--- src/rtl/serial_tx.sv ---
// Serial transmitter: start bit, DIN[0]..DIN[7] LSB first, optional even parity, stop bit.
// Every bit holds SOUT for DIV clock cycles; one word is accepted per frame.
module serial_tx #(
  parameter int unsigned DIV       = 4,
  parameter bit          PARITY_EN = 1'b1
) (
  input  logic       CLK,
  input  logic       R,
  input  logic [7:0] DIN,
  input  logic       LOAD,
  output logic       READY,
  output logic       SOUT,
  output logic       BUSY,
  output logic       DONE
);

  typedef enum logic [2:0] {
    S_IDLE,
    S_START,
    S_DATA,
    S_PARITY,
    S_STOP
  } state_e;

  // Value loaded into the bit-time down-counter at the start of every bit.
  localparam logic [15:0] BIT_RELOAD = 16'(DIV - 1);

  state_e      state_q;
  logic [15:0] cnt_q;
  logic [2:0]  idx_q;
  logic [7:0]  shift_q;
  logic        par_q;
  logic        sout_q;
  logic        busy_q;
  logic        done_q;

  logic        bit_end_d;
  logic [15:0] cnt_d;

  // The last cycle of a bit is the one where the counter has reached zero.
  assign bit_end_d = (cnt_q == 16'd0);
  assign cnt_d     = bit_end_d ? BIT_RELOAD : cnt_q - 16'd1;

  // NOTE: the reset branch lives inside the clocked block, so R dropping between
  // edges never disturbs the outputs; all state updates here use <= so every
  // register sees the values from before this edge.
  always_ff @(posedge CLK) begin
    if (!R) begin
      state_q <= S_IDLE;
      cnt_q   <= '0;
      idx_q   <= '0;
      shift_q <= '0;
      par_q   <= 1'b0;
      sout_q  <= 1'b1;
      busy_q  <= 1'b0;
      done_q  <= 1'b0;
    end else begin
      done_q <= 1'b0;
      case (state_q)
        S_IDLE: begin
          if (LOAD) begin
            shift_q <= DIN;
            par_q   <= ^DIN;
            cnt_q   <= BIT_RELOAD;
            idx_q   <= '0;
            sout_q  <= 1'b0;
            busy_q  <= 1'b1;
            state_q <= S_START;
          end
        end

        S_START: begin
          cnt_q <= cnt_d;
          if (bit_end_d) begin
            sout_q  <= shift_q[0];
            shift_q <= shift_q >> 1;
            idx_q   <= '0;
            state_q <= S_DATA;
          end
        end

        S_DATA: begin
          cnt_q <= cnt_d;
          if (bit_end_d) begin
            if (idx_q == 3'd7) begin
              idx_q <= '0;
              if (PARITY_EN) begin
                sout_q  <= par_q;
                state_q <= S_PARITY;
              end else begin
                sout_q  <= 1'b1;
                state_q <= S_STOP;
              end
            end else begin
              idx_q   <= idx_q + 3'd1;
              sout_q  <= shift_q[0];
              shift_q <= shift_q >> 1;
            end
          end
        end

        S_PARITY: begin
          cnt_q <= cnt_d;
          if (bit_end_d) begin
            sout_q  <= 1'b1;
            state_q <= S_STOP;
          end
        end

        S_STOP: begin
          if (bit_end_d) begin
            cnt_q   <= '0;
            busy_q  <= 1'b0;
            done_q  <= 1'b1;
            state_q <= S_IDLE;
          end else begin
            cnt_q <= cnt_q - 16'd1;
          end
        end

        default: begin
          cnt_q   <= '0;
          idx_q   <= '0;
          sout_q  <= 1'b1;
          busy_q  <= 1'b0;
          state_q <= S_IDLE;
        end
      endcase
    end
  end

  assign SOUT  = sout_q;
  assign BUSY  = busy_q;
  assign READY = ~busy_q;
  assign DONE  = done_q;

endmodule

--- config.mk ---
export PLATFORM = sky130hd
export DESIGN_NAME = serial_tx
export DESIGN_NICKNAME = d
export VERILOG_FILES = /design/src/rtl/serial_tx.sv
export SDC_FILE = /design/constraint.sdc
export NUM_CORES = 1
export LEC_CHECK = 0
export CAP_MARGIN = 20
export CORE_MARGIN = 1
export CORE_UTILIZATION = 48
export DETAILED_ROUTE_END_ITERATION = 10
export HOLD_SLACK_MARGIN = 0.08
export PLACE_DENSITY = 0.68
export SLEW_MARGIN = 20
export SYNTH_ARGS = -nofsm -noshare
export SYNTH_HDL_FRONTEND = slang
export SYNTH_SLANG_ARGS = --single-unit
--- constraint.sdc ---
create_clock -name CLK -period 3.3 [get_ports CLK]
set_clock_uncertainty 0.2 [all_clocks]
set_input_delay 0.33 -clock CLK [delete_from_list [all_inputs] [get_ports CLK]]
set_output_delay 0.33 -clock CLK [all_outputs]
set_load 0.02 [all_outputs]
; ---- Yosys cells after proc, flatten, opt, wreduce, memory -nomap -nowiden
; Cells that the tools add are included.
[classes]
n_mux = 30
n_eq_ne = 12
bitwise_logic = 4
reduce_logical = 13
add_sub_neg = 2
[ops]
columns = operator, count
row1 = two-way mux 16 bit, 3
row2 = one-hot mux 16 bit (3 select lines), 1
row3 = two-way mux 8 bit, 4
row4 = two-way mux 3 bit, 9
row5 = one-hot mux 8 bit (3 select lines), 1
row6 = logical NOT 16 bit, 1
row7 = "subtractor 16 x 1 -> 16 bit, second input constant", 1
row8 = one-hot mux 3 bit (5 select lines), 1
row9 = "inequality test 2 bit, second input constant", 7
row10 = one-hot mux 3 bit (4 select lines), 1
row11 = AND reduction 5 bit, 2
row12 = two-way mux 1 bit, 8
row13 = parity 8 bit, 1
row14 = "== test 3 x 2 -> 1 bit, second input constant", 2
row15 = "== test 3 bit, second input constant", 2
row16 = AND reduction 6 bit, 1
row17 = one-hot mux 1 bit (5 select lines), 1
row18 = NOT 1 bit, 4
row19 = AND reduction 2 bit, 2
row20 = AND reduction 4 bit, 1
row21 = "adder 3 x 1 -> 3 bit, second input constant", 1
row22 = "== test 3 x 1 -> 1 bit, second input constant", 1
row23 = logical NOT 3 bit, 1
row24 = one-hot mux 1 bit (3 select lines), 1
row25 = 4 further kinds, 4
[totals]
reg_bits = 34
output_inout_bits = 4
input_bits = 11
word_cells = 69

; ---- Logic depth before layout (Yosys ltp)
[logic_depth]
ltp_word = 4
ltp_mapped = 7
mapped_depth_nobuf = 6

; ---- Worst setup path before layout
; No wires, ideal clock.
[synth_timing]
path_type = register to register
from = register cnt_q[0]
to = register cnt_q[10]
period_less_slack_ns = 2.147
setup_time_ns = 0.086
arrival_ns = 1.861
required_time_ns = 3.014
path_stages_with_launch = 8
setup_slack_ns = 1.153
path_buffers = 1
path_cell_list = dfxtp_1 > inv_1 > ha_1 > o41ai_1 > or4b_1 > buf_2 > or4_1 > a211oi_1
[synth_between]
elab_chain_cells = 3
elab_cells_between_ends = 5
classes_between = add/sub: 1 / mux: 3 / reduce/logical: 1
[synth_lines]
columns = element, line
row1 = start: declaration, 29  ; logic [15:0] cnt_q;
row2 = start signal: assignment, 73  ; cnt_q <= cnt_d;
row3 = start signal: assignment, 83  ; cnt_q <= cnt_d;
row4 = start signal: assignment, 103  ; cnt_q <= cnt_d;
row5 = subtractor 16 x 1 -> 16 bit or logical NOT 16 bit (tied branches), "42, 117, 41"
row6 = "two-way mux 16 bit, on equally long branches", "111, 42"
row7 = one-hot mux 16 bit (3 select lines) *, 59  ; case (state_q)
; Every way passes the cells marked *; elsewhere a longest branch is shown, timed or not.
; A chain may end at the register's enable or synchronous reset.

; ---- Final worst setup path
[layout_timing]
from = register cnt_q[8]
to = register shift_q[7]
[layout_between]
elab_chain_cells = 3
elab_cells_between_ends = 4
classes_between = eq/ne: 2 / reduce/logical: 2
[layout_lines]
columns = element, line
row1 = logical NOT 16 bit *, 41  ; assign bit_end_d = (cnt_q == 16'd0);
row2 = inequality test 2 bit (no line), -
row3 = AND reduction 5 bit (no line) *, -
row4 = end signal: assignment, 76  ; shift_q <= shift_q >> 1;
row5 = end signal: assignment, 97  ; shift_q <= shift_q >> 1;
row6 = end: declaration, 31  ; logic [7:0] shift_q;
; Marks and branches as above.

==> metrics <==
data required time at the worst endpoint=3.28 ns; Final period util=0.760; last weighted congestion value of the routability-driven placer=0.814; critical path arrival=2.49 ns; pin slew with the least headroom to its limit=0.712 ns; vias in the first global route=1,544; final cell area excluding filler cells=2120 um^2; total placed instance area=2030 um^2; Reg clk slew, reported paths=0.07 ns; combined area of the multi-input logic cells=1090 um^2; highest-count cells in the layout ignoring fill and taps=dfxtp_1 (34), nand2_1 (22), or3_1 (15); R2R Setup Slk=0.79 ns; nets@finish=241; PwrDens=1010 nW/um^2; Die Span X=63.9 um; cell type with the largest total area after synthesis=dfxtp_1; first-pass GRT wire length=6.74 mm; CP Max Fanout=13; via-per-instance ratio=5.67; number of antenna violations at the first check in global routing=0; buffers added on ports=14; placeable core region=3660 um^2; DRT Pass-1 Iters=4; total power after layout=2.13 mW; run status=complete, no violations; classification of the worst-slack hold path=reg -> reg; Leakage=0.818 nW; Hold Slack=0.261 ns; most common flop cell mapped by yosys=dfxtp_1; reg2reg start=cnt_q[8]; launch instance of the worst min-delay path=shift_q[1]; maxcap violations=0; FF+latch count, synth=34; Syn Nets=228; Slew HR=0.519; Worst R2R Path Depth=4; Vert. Die Dim=63.9 um; time the final worst path needs with I/O delays and setup=2.51 ns; setup violators final=0; leading cell type in the layout, fill and taps excluded=dfxtp_1; number of standard-cell rows in the floorplan=22; clock tree sinks=34; cell chosen for the clock root=clkbuf_8; Resized cells post-CTS=0; number of warnings reported in the yosys synthesis log=0; final max-slew violation count=0; via count=1,560; critical path launch point type=flop; highest clock frequency the design can meet=399 MHz; Die Outline Area=4090 um^2; initial standard-cell utilization of the core=0.503; maximum VDD drop=0.482 mV; setup TNS=0 ns; async set or reset register ratio after synthesis=0; antenna-violating nets left=0; layout cell share with drive strength beyond 1=0.0705; maximum count of clock buffers along a single path=2; endpoint of the lowest-slack register-to-register path=shift_q[7]; filler cell count=351; unrepaired setup endpoints after global routing=false; Seq. cell area=681 um^2; cell area after synthesis=1840 um^2; count of different cell masters after synthesis=46; routed wire length=3.70 mm; global routing usage summed across all routing layers=0.207; number of DRC violations after detailed routing=0; final hold violation count=0; clock tree from TritonCTS=yes; CTS buffer count=5; largest net degree at the start of global routing=26; number of cells produced by synthesis=213; source-to-sink clock delay at the later pin of the worst-skew pair=0.28 ns; io pins=15; wire length per cell=13.5 um; Remaining Overflow, GRT=0; CTS hold repair buffers=0; Post-Syn Area per Cell=8.64 um^2; total number of H-tree levels=2; area growth from synthesis to layout=15.1%; number of flops mapped to enable cells by yosys=0; part of the Yosys area used for sequential elements=0.370; endpoint with the worst hold slack=shift_q[1]; fraction of post-synthesis cell area in the top cell type by area=0.370; Crit Path Category=reg -> reg; Setup crit end kind=flop; hold path depth=2; # Post-CTS Setup Buffers=0; number of antenna cells inserted=0; Detail Placement HPWL=2.65 mm; number of DRC markers after the initial detailed-route iteration=111; cells taking the most area after synthesis=dfxtp_1 (37%), mux2i_1 (6.5%), xnor2_1 (5.2%), or3_1 (5.1%), nand2_1 (4.5%)
registers in the layout, indices dropped and copies added (netlist names):
register  cells
idx_q         3
cnt_q        16
state_q       3
DONE          1
BUSY          1
par_q         1
shift_q       8
SOUT          1
layout make-up:
class	count	share of cell area
Inverter	6	0.0106
Clock buffer	7	0.0408
Tap cell	48	0.0284
Multi-Input combinational cell	160	0.513
Clock inverter	1	0.00236
Sequential cell	34	0.321
Timing Repair Buffer	19	0.0839
report_power, final:
part	internal, mW	leakage, nW	total, mW	switching [mW]
sequential	0.546	0.278	0.687	0.140
clock	0.168	0.0482	0.317	0.149
combinational	0.513	0.491	1.13	0.614
critical path: stages (launching register included):
cell and delay, ns:
dfxtp_1 0.36, nor4_1 0.50, nand4_1 0.56, a21o_1 0.47, a31o_2 0.30
worst max-delay path by stage:
| stage | from | to | slack (ns) | depth (start not counted) |
|---|---|---|---|---|
| floorplan | cnt_q[0] | cnt_q[10] | 1.15 | 7 |
| global placement | LOAD | cnt_q[14] | 0.69 | 5 |
| CTS | cnt_q[8] | shift_q[7] | 0.80 | 4 |
| detailed placement | LOAD | cnt_q[14] | 0.57 | 5 |
| global route | cnt_q[8] | cnt_q[14] | 0.43 | 5 |
| finish | cnt_q[8] | shift_q[7] | 0.79 | 4 |
kinds of logic after synthesis:
family | share of synthesized area
and+or+nand+nor | 0.254
AOI/OAI and AO/OA | 0.173
DFF | 0.370
buffers and inverters | 0.0401
xor gates and xnor gates | 0.0714
muxes | 0.0653
adders and majority gates | 0.0272
per-layer routing:
| metal | share of wire | vias up | global-route usage |
|---|---|---|---|
| li1 | - | 804 | - |
| met1 | 0.47 | 722 | 0.236 |
| met2 | 0.49 | 28 | 0.378 |
| met3 | 0.037 | 6 | 0.0536 |
| met4 | 0.0084 | 0 | 0.0511 |
| met5 | 0 | - | 0 |
synth_stat cells (all sizes together), types with 2 or more instances:
cell / instances
a211oi: 9
a21boi: 2
a21o: 4
a21oi: 4
and2: 2
buf: 2
clkbuf: 11
dfxtp: 34
ha: 4
inv: 5
mux2i: 12
nand2: 22
nand2b: 2
nand3: 2
nand4b: 2
nor2: 7
nor3: 13
nor3b: 2
nor4: 3
o211ai: 7
o21ai: 9
o31ai: 3
or2: 2
or3: 15
or4: 3
xnor2: 11
xor2: 4
stage by stage:
| stage | utilization | setup slack, ns | cells |
|---|---|---|---|
| detailed placement | 0.554 | 0.575 | 267 |
| global placement | 0.554 | 0.686 | 267 |
| floorplan | - | 1.15 | 213 |
| CTS | 0.579 | 0.804 | 275 |
| global route | 0.579 | 0.429 | 275 |
| finish | 0.579 | 0.792 | 275 |
No activity file was read; power rests on OpenSTA's default activity.
